File: config.mk
export PLATFORM = sky130hd
export DESIGN_NAME = bus_arbiter
export DESIGN_NICKNAME = d
export VERILOG_FILES = /design/src/rtl/bus_arbiter.sv
export SDC_FILE = /design/constraint.sdc
export NUM_CORES = 1
export LEC_CHECK = 0
export ABC_AREA = 1
export BUFFER_PORTS_ARGS = -buffer_cell sky130_fd_sc_hd__buf_2
export CAP_MARGIN = 20
export CORE_MARGIN = 2
export CORE_UTILIZATION = 35
export CTS_BUF_LIST = sky130_fd_sc_hd__clkbuf_8
export CTS_CLUSTER_SIZE = 10
export DETAILED_ROUTE_END_ITERATION = 12
export PLACE_DENSITY = 0.59
export SYNTH_ARGS = -nofsm -noshare
export SYNTH_HDL_FRONTEND = slang
export SYNTH_SLANG_ARGS = --single-unit
File: constraint.sdc
create_clock -name clk -period 2.55 [get_ports clk]
set_clock_uncertainty 0.1 [all_clocks]
set_input_delay 0.51 -clock clk [delete_from_list [all_inputs] [get_ports clk]]
set_output_delay 0.51 -clock clk [all_outputs]
set_load 0.1 [all_outputs]
File: src/rtl/bus_arbiter.sv
// bus_arbiter: two-master bus arbiter with round-robin tie breaking,
// split-transaction support and a hold-time watchdog that revokes a grant
// held for too long. All outputs are registered.
`timescale 1ns/1ps

module bus_arbiter #(
    parameter int unsigned   CW      = 8,
    parameter logic [CW-1:0] TIMEOUT = 8'd255
) (
    input  logic clk,
    input  logic reset,
    input  logic breq1,
    input  logic breq2,
    input  logic tx_done,
    input  logic split_en,
    input  logic slave_valid,
    output logic bgrant1,
    output logic bgrant2,
    output logic msel,
    output logic split_active,
    output logic timeout
);

    typedef enum logic [1:0] {
        IDLE   = 2'd0,
        GRANT1 = 2'd1,
        GRANT2 = 2'd2
    } state_t;

    state_t        state;
    state_t        state_next;

    // Master encoding for msel, last and split_master: 0 = master 1, 1 = master 2.
    logic          split_master;
    logic          split_master_next;
    logic          last;
    logic          last_next;
    logic          msel_next;
    logic          split_active_next;
    logic          timeout_next;
    logic [CW-1:0] cnt;
    logic [CW-1:0] cnt_next;

    logic          elig1;
    logic          elig2;
    logic          grant_valid;
    logic          grant_sel;
    logic          req_held;
    logic          hold_expired;

    // Next-state and next-register computation: arbitration in IDLE, release checks while granted.
    always_comb begin
        state_next        = state;
        msel_next         = msel;
        last_next         = last;
        split_active_next = split_active;
        split_master_next = split_master;
        cnt_next          = cnt;
        timeout_next      = 1'b0;
        grant_valid       = 1'b0;
        grant_sel         = 1'b0;
        req_held          = 1'b0;
        hold_expired      = (cnt == TIMEOUT);

        // The master whose read was split may not re-arbitrate; it only gets
        // the bus back through the split return path.
        elig1 = breq1 && !(split_active && (split_master == 1'b0));
        elig2 = breq2 && !(split_active && (split_master == 1'b1));

        case (state)
            IDLE: begin
                if (split_active && slave_valid) begin
                    grant_valid       = 1'b1;
                    grant_sel         = split_master;
                    split_active_next = 1'b0;
                end else if (elig1 && elig2) begin
                    grant_valid = 1'b1;
                    grant_sel   = ~last;
                end else if (elig1) begin
                    grant_valid = 1'b1;
                    grant_sel   = 1'b0;
                end else if (elig2) begin
                    grant_valid = 1'b1;
                    grant_sel   = 1'b1;
                end

                if (grant_valid) begin
                    state_next = grant_sel ? GRANT2 : GRANT1;
                    msel_next  = grant_sel;
                    last_next  = grant_sel;
                    cnt_next   = '0;
                end
            end

            GRANT1, GRANT2: begin
                req_held = (state == GRANT1) ? breq1 : breq2;

                if (tx_done || !req_held || split_en || hold_expired) begin
                    // Always drop back to IDLE so grants never run back to back.
                    state_next = IDLE;
                    if (split_en) begin
                        split_active_next = 1'b1;
                        split_master_next = (state == GRANT2);
                    end else if (hold_expired) begin
                        timeout_next = 1'b1;
                    end
                end else if (cnt != '1) begin
                    cnt_next = cnt + CW'(1);
                end
            end

            default: begin
                state_next = IDLE;
            end
        endcase
    end

    // State and output registers; reset clears any grant or pending split immediately.
    always_ff @(posedge clk or negedge reset) begin
        if (!reset) begin
            state        <= IDLE;
            bgrant1      <= 1'b0;
            bgrant2      <= 1'b0;
            msel         <= 1'b0;
            split_active <= 1'b0;
            split_master <= 1'b0;
            last         <= 1'b1;
            cnt          <= '0;
            timeout      <= 1'b0;
        end else begin
            state        <= state_next;
            bgrant1      <= (state_next == GRANT1);
            bgrant2      <= (state_next == GRANT2);
            msel         <= msel_next;
            split_active <= split_active_next;
            split_master <= split_master_next;
            last         <= last_next;
            cnt          <= cnt_next;
            timeout      <= timeout_next;
        end
    end

endmodule

### Yosys cells after proc, flatten, opt, wreduce, memory -nomap -nowiden

Cells that the tools add are included.

* logic and storage cells: 69
* input bits: 7
* register bits: 17
* output and inout port bits: 5

* bitwise gates (word level): 2
* add/subtract/negate cells: 1
* equal/unequal tests: 12
* muxes and demuxes: 26
* reductions and logical operators: 19

Operators by type and width (number)
* $mux 8: 3
* $mux 1: 17
* $pmux 8 s2: 1
* $ne 2x2->1 const B: 6
* $add 8x1->8 const B: 1
* $eq 8x8->1 const B: 1
* $ne 8x8->1 const B: 1
* $reduce_and 4->1: 2
* $logic_and 1x1->1: 6
* $mux 2: 3
* $eq 2x1->1 const B: 2
* $eq 2x2->1 const B: 2
* $pmux 2 s2: 1
* $logic_not 1->1: 3
* $logic_or 1x1->1: 3
* $reduce_and 3->1: 1
* $logic_not 2->1: 1
* $not 1->1: 2
* $pmux 1 s2: 1
* $reduce_and 2->1: 1
* $reduce_bool 2->1: 1
* $reduce_or 2->1: 1

### Logic depth before layout (Yosys ltp)

* depth after elaboration: 12
* depth in mapped cells: 12
* depth with buffers taken out: 12

### Worst setup path after synthesis

OpenSTA, ideal clock, no wires.

* path type: register to register
* from: register split_active
* to: register bgrant2
* data arrival time: 1.693 ns
* cell stages (with the launch flop): 10
* required time: 2.334 ns
* buffers on the path: 0
* setup slack: 0.641 ns
* clock period less this slack: 1.909 ns
* library setup time: 0.116 ns
* cells stage by stage: dfrtp_1 nand2_1 inv_1 nor2_1 nand2_1 nand2_1 nand3_1 nand2_1 nand2_1 nor2_1

* cells in the longest elaborated chain, start to end: 12
* elaborated cells on any way between the ends: 21
* classes of those cells: 1 x eq/ne; 12 x mux; 8 x reduce/logical

Ends and longest elaborated chain
* start: declaration: RTL line 20 `output logic split_active,`
* start signal: assignment: RTL line 135 `split_active <= split_active_next;`
* $logic_and 1x1->1: RTL line 68 `elig2 = breq2 && !(split_active && (split_master == 1'b1));`
* $logic_not 1->1: RTL line 68
* $logic_and 1x1->1: RTL line 68
* $mux 1: RTL line 82 `end else if (elig2) begin`
* $mux 1: RTL line 79 `end else if (elig1) begin`
* $mux 1: RTL line 76 `end else if (elig1 && elig2) begin`
* $mux 1: RTL line 72 `if (split_active && slave_valid) begin`
* $mux 1: RTL line 70 `case (state)`
* $mux 2: RTL line 88 `state_next = grant_sel ? GRANT2 : GRANT1;`
* $mux 2 (*): RTL line 87 `if (grant_valid) begin`
* $pmux 2 s2 (*): RTL line 70
* $eq 2x2->1 (*): RTL line 133 `bgrant2 <= (state_next == GRANT2);`
* end signal: assignment: RTL line 133
* end: declaration: RTL line 18 `output logic bgrant2,`

Mark *: on every way between the ends. The rest lies on a longest branch, timed or not. The select of a mux whose other input is x is not followed.
A chain may end at the register's enable or synchronous reset.

### Worst setup path in the final report

* from: register state[0]
* to: register cnt[5]

* cells in the longest elaborated chain, start to end: 8
* elaborated cells on any way between the ends: 15
* classes of those cells: 5 x eq/ne; 2 x mux; 8 x reduce/logical

Ends and longest elaborated chain
* start: declaration: RTL line 30 `state_t state;`
* start signal: assignment: RTL line 131 `state <= state_next;`
* $eq 2x1->1: RTL line 70, 96
* $mux 1: RTL line 96 `req_held = (state == GRANT1) ? breq1 : breq2;`
* $logic_not 1->1: RTL line 98 `if (tx_done || !req_held || split_en || hold_expired) begin`
* $logic_or 1x1->1 (3 in a row): RTL line 98
* $ne 2x2->1 (no source line)
* $reduce_and 4->1 (no source line)
* end signal: assignment: RTL line 138 `cnt <= cnt_next;`
* end: declaration: RTL line 41 `logic [CW-1:0] cnt;`

Parallel ways exist; a longest one is shown, timed or not.

==> results by group <==
GRT
  • Largest net degree at the start of global routing: 18
  • GRT overflow: 0
  • Initial antenna violation count: 0
  • Vias in the first global route: 851
  • Total Routing Usage GR: 13.7%
  • First-pass GRT wire length: 3.48 mm

STA
  • Setup ws final: 0.574 ns
  • Final setup vio count: 0
  • Upper clock frequency limit: 506 MHz
  • Hold_ws: 0.0793 ns
  • Total negative setup slack: 0 ns
  • Setup repair after global routing missed its margin: false
  • Final hold viol count: 0
  • Crit path time final: 1.98 ns
  • Max-slew headroom: 67.9%
  • Worst slew pin tran: 0.485 ns
  • Period utilization: 77.5%
  • Max-slew violations: 0

Logic synthesis
  • Yosys top cell area share: 39.8%
  • Mapped Cells: 130
  • Post-synth EDFFs: 0
  • FF+latch count, synth: 17
  • Mapped cell area: 1010 µm²
  • Predominant post-synthesis flop cell: dfrtp_1
  • Syn avg cell area: 7.75 µm²
  • Ys async rst share: 100%
  • Top post-synthesis cells by area: dfrtp_1, nand2_1, ha_1
  • Synth cell types: 24
  • Post-synthesis sequential area ratio: 42.4%
  • YS warnings: 0
  • Yosys top cell by area: dfrtp_1
  • Synth Net Count: 142

Setup path
  • CP max FO: 11
  • Critical path arrival: 2.06 ns
  • CP Capture Type: register
  • Worst EP required: 2.63 ns
  • Start point of the critical path: state[0]
  • Reg-to-reg startpoint: state[0]
  • Critical path class: reg -> reg
  • Critical Path Source Type: register

Clock tree
  • Worst skew pair latency: 0.25 ns
  • Setup Buffers After CTS: 0
  • Maximum buffer depth of the clock tree: 2
  • TritonCTS clock tree: done
  • CTS Sinks: 17
  • Htree depth: 1
  • Clock-pin slew on the worst setup and hold paths: 0.07 ns
  • CTS Hold Bufs: 0
  • Post-CTS sizing: 0
  • Num CTS Buffers: 3
  • Root buffer cell: clkbuf_8

Cells and area
  • # nets final: 156
  • Core Util, Final: 41.2%
  • Antenna Cells: 0
  • Share of layout cells above drive strength 1: 18.9%
  • P&R area growth vs syn: 11.9%
  • Post-Layout Cell Count: 174
  • Final instance area: 1130 µm²

Detailed routing
  • Vias/cell: 4.82
  • Vias: 838
  • Post-route ant nets: 0
  • Post-route DRC violation count: 0
  • Drt first pass iters: 4
  • Total wire length: 1.97 mm
  • Drt initial violations: 29
  • WL/cell: 11.3 µm

Placed design
  • Inst Count DP: 170
  • Pre-CTS setup slack: 0.578 ns
  • Gpl congestion: 0.901
  • Input/output buffers: 11
  • Placed Instance Area: 1080 µm²
  • Detailed Place HPWL: 1.55 mm

Die
  • Die area: 3320 µm²
  • # IOs: 12
  • Starting Density: 36.8%
  • Chip Height: 57.6 µm
  • Area of the core: 2730 µm²
  • Chip width: 57.6 µm
  • Rows: 19

Job
  • Max-cap viol count: 0

Status
  • Status: complete, no violations

Min path
  • HP Class: in -> async

Power
  • Power Total: 1.37 mW
  • PD cells: 1210 nW/µm²
  • Worst vdd rail ir drop: 0.000564 V
  • Leakage power: 0.591 nW
==> cell families (layout without fill, tap and decap cells) <==
group / count (synthesis) / after routing / synth area share (%)
and+or+nand+nor: 77 / 77 / 33.8
DFF: 17 / 17 / 42.4
buffers and inverters: 17 / 30 / 7.45
AOI/OAI and AO/OA: 10 / 10 / 6.71
adders and majority gates: 5 / 5 / 6.21
xor gates and xnor gates: 4 / 4 / 3.48
==> layout make-up <==
type | instances | area [µm²]
fill | 284 | 1610
multi-input combinational | 96 | 505
sequential | 17 | 427
inverter | 15 | 56.3
timing repair buffer | 11 | 55.1
clock buffer | 3 | 41.3
tap | 31 | 38.8
clock inverter | 1 | 3.75
==> cells in the final DEF, fill, tap and decap left out, drive strengths merged <==
cell type and instances:
a21oi 1, buf 11, clkbuf 3, dfrtp 16, dfstp 1, ha 5
inv 16, nand2 45, nand3 8, nand3b 1, nand4 5, nor2 16
nor3 2, o21ai 8, o31ai 1, xnor2 1, xor2 3
==> critical path: stages, from the launching register on <==
cell and delay, ns:
dfrtp_1 0.40, inv_1 0.09, ha_1 0.46, inv_1 0.20, nand2_1 0.13, nand3_2 0.23, inv_2 0.17, nand2_1 0.06
o21ai_1 0.07
==> cell usage after synthesis (2+ instances only) <==
master    n
ha_1      5
nor2_2    2
dfrtp_1  16
nand2_2   2
o21ai_0   2
inv_2     2
o21ai_1   2
nand3_1   7
nand4_1   5
xor2_1    3
o21ai_2   4
nand2_1  43
inv_1    13
nor3_1    2
nor2_1   13
==> metal layers <==
metal	share of wire, %	GRT usage (%)
met1	46	16.5
met2	48	22.2
met3	5.0	3.13
met4	0.86	8.31
met5	0	0
==> registers in the layout, summed over array words and instances, names as in the netlist <==
name	count
msel	1
split_active	1
timeout	1
split_master	1
bgrant1	1
state	2
bgrant2	1
cnt	8
last	1
==> where the power goes <==
group | switching, mW | internal, mW
combinational | 0.584 | 0.175
sequential | 0.0579 | 0.354
clock | 0.0889 | 0.107
==> path summary, 6_finish.rpt <==
check	end	slack, ns	cells past startpoint
worst max-delay path	cnt[5]	0.57	8
worst min-delay path	split_master	0.08	1
worst max register to register	cnt[5]	0.57	8
worst min register to register	last	0.37	2
max in group asynchronous	last	1.94	1
min in group clk	timeout	0.36	2
(Power assumes the default switching activity.)
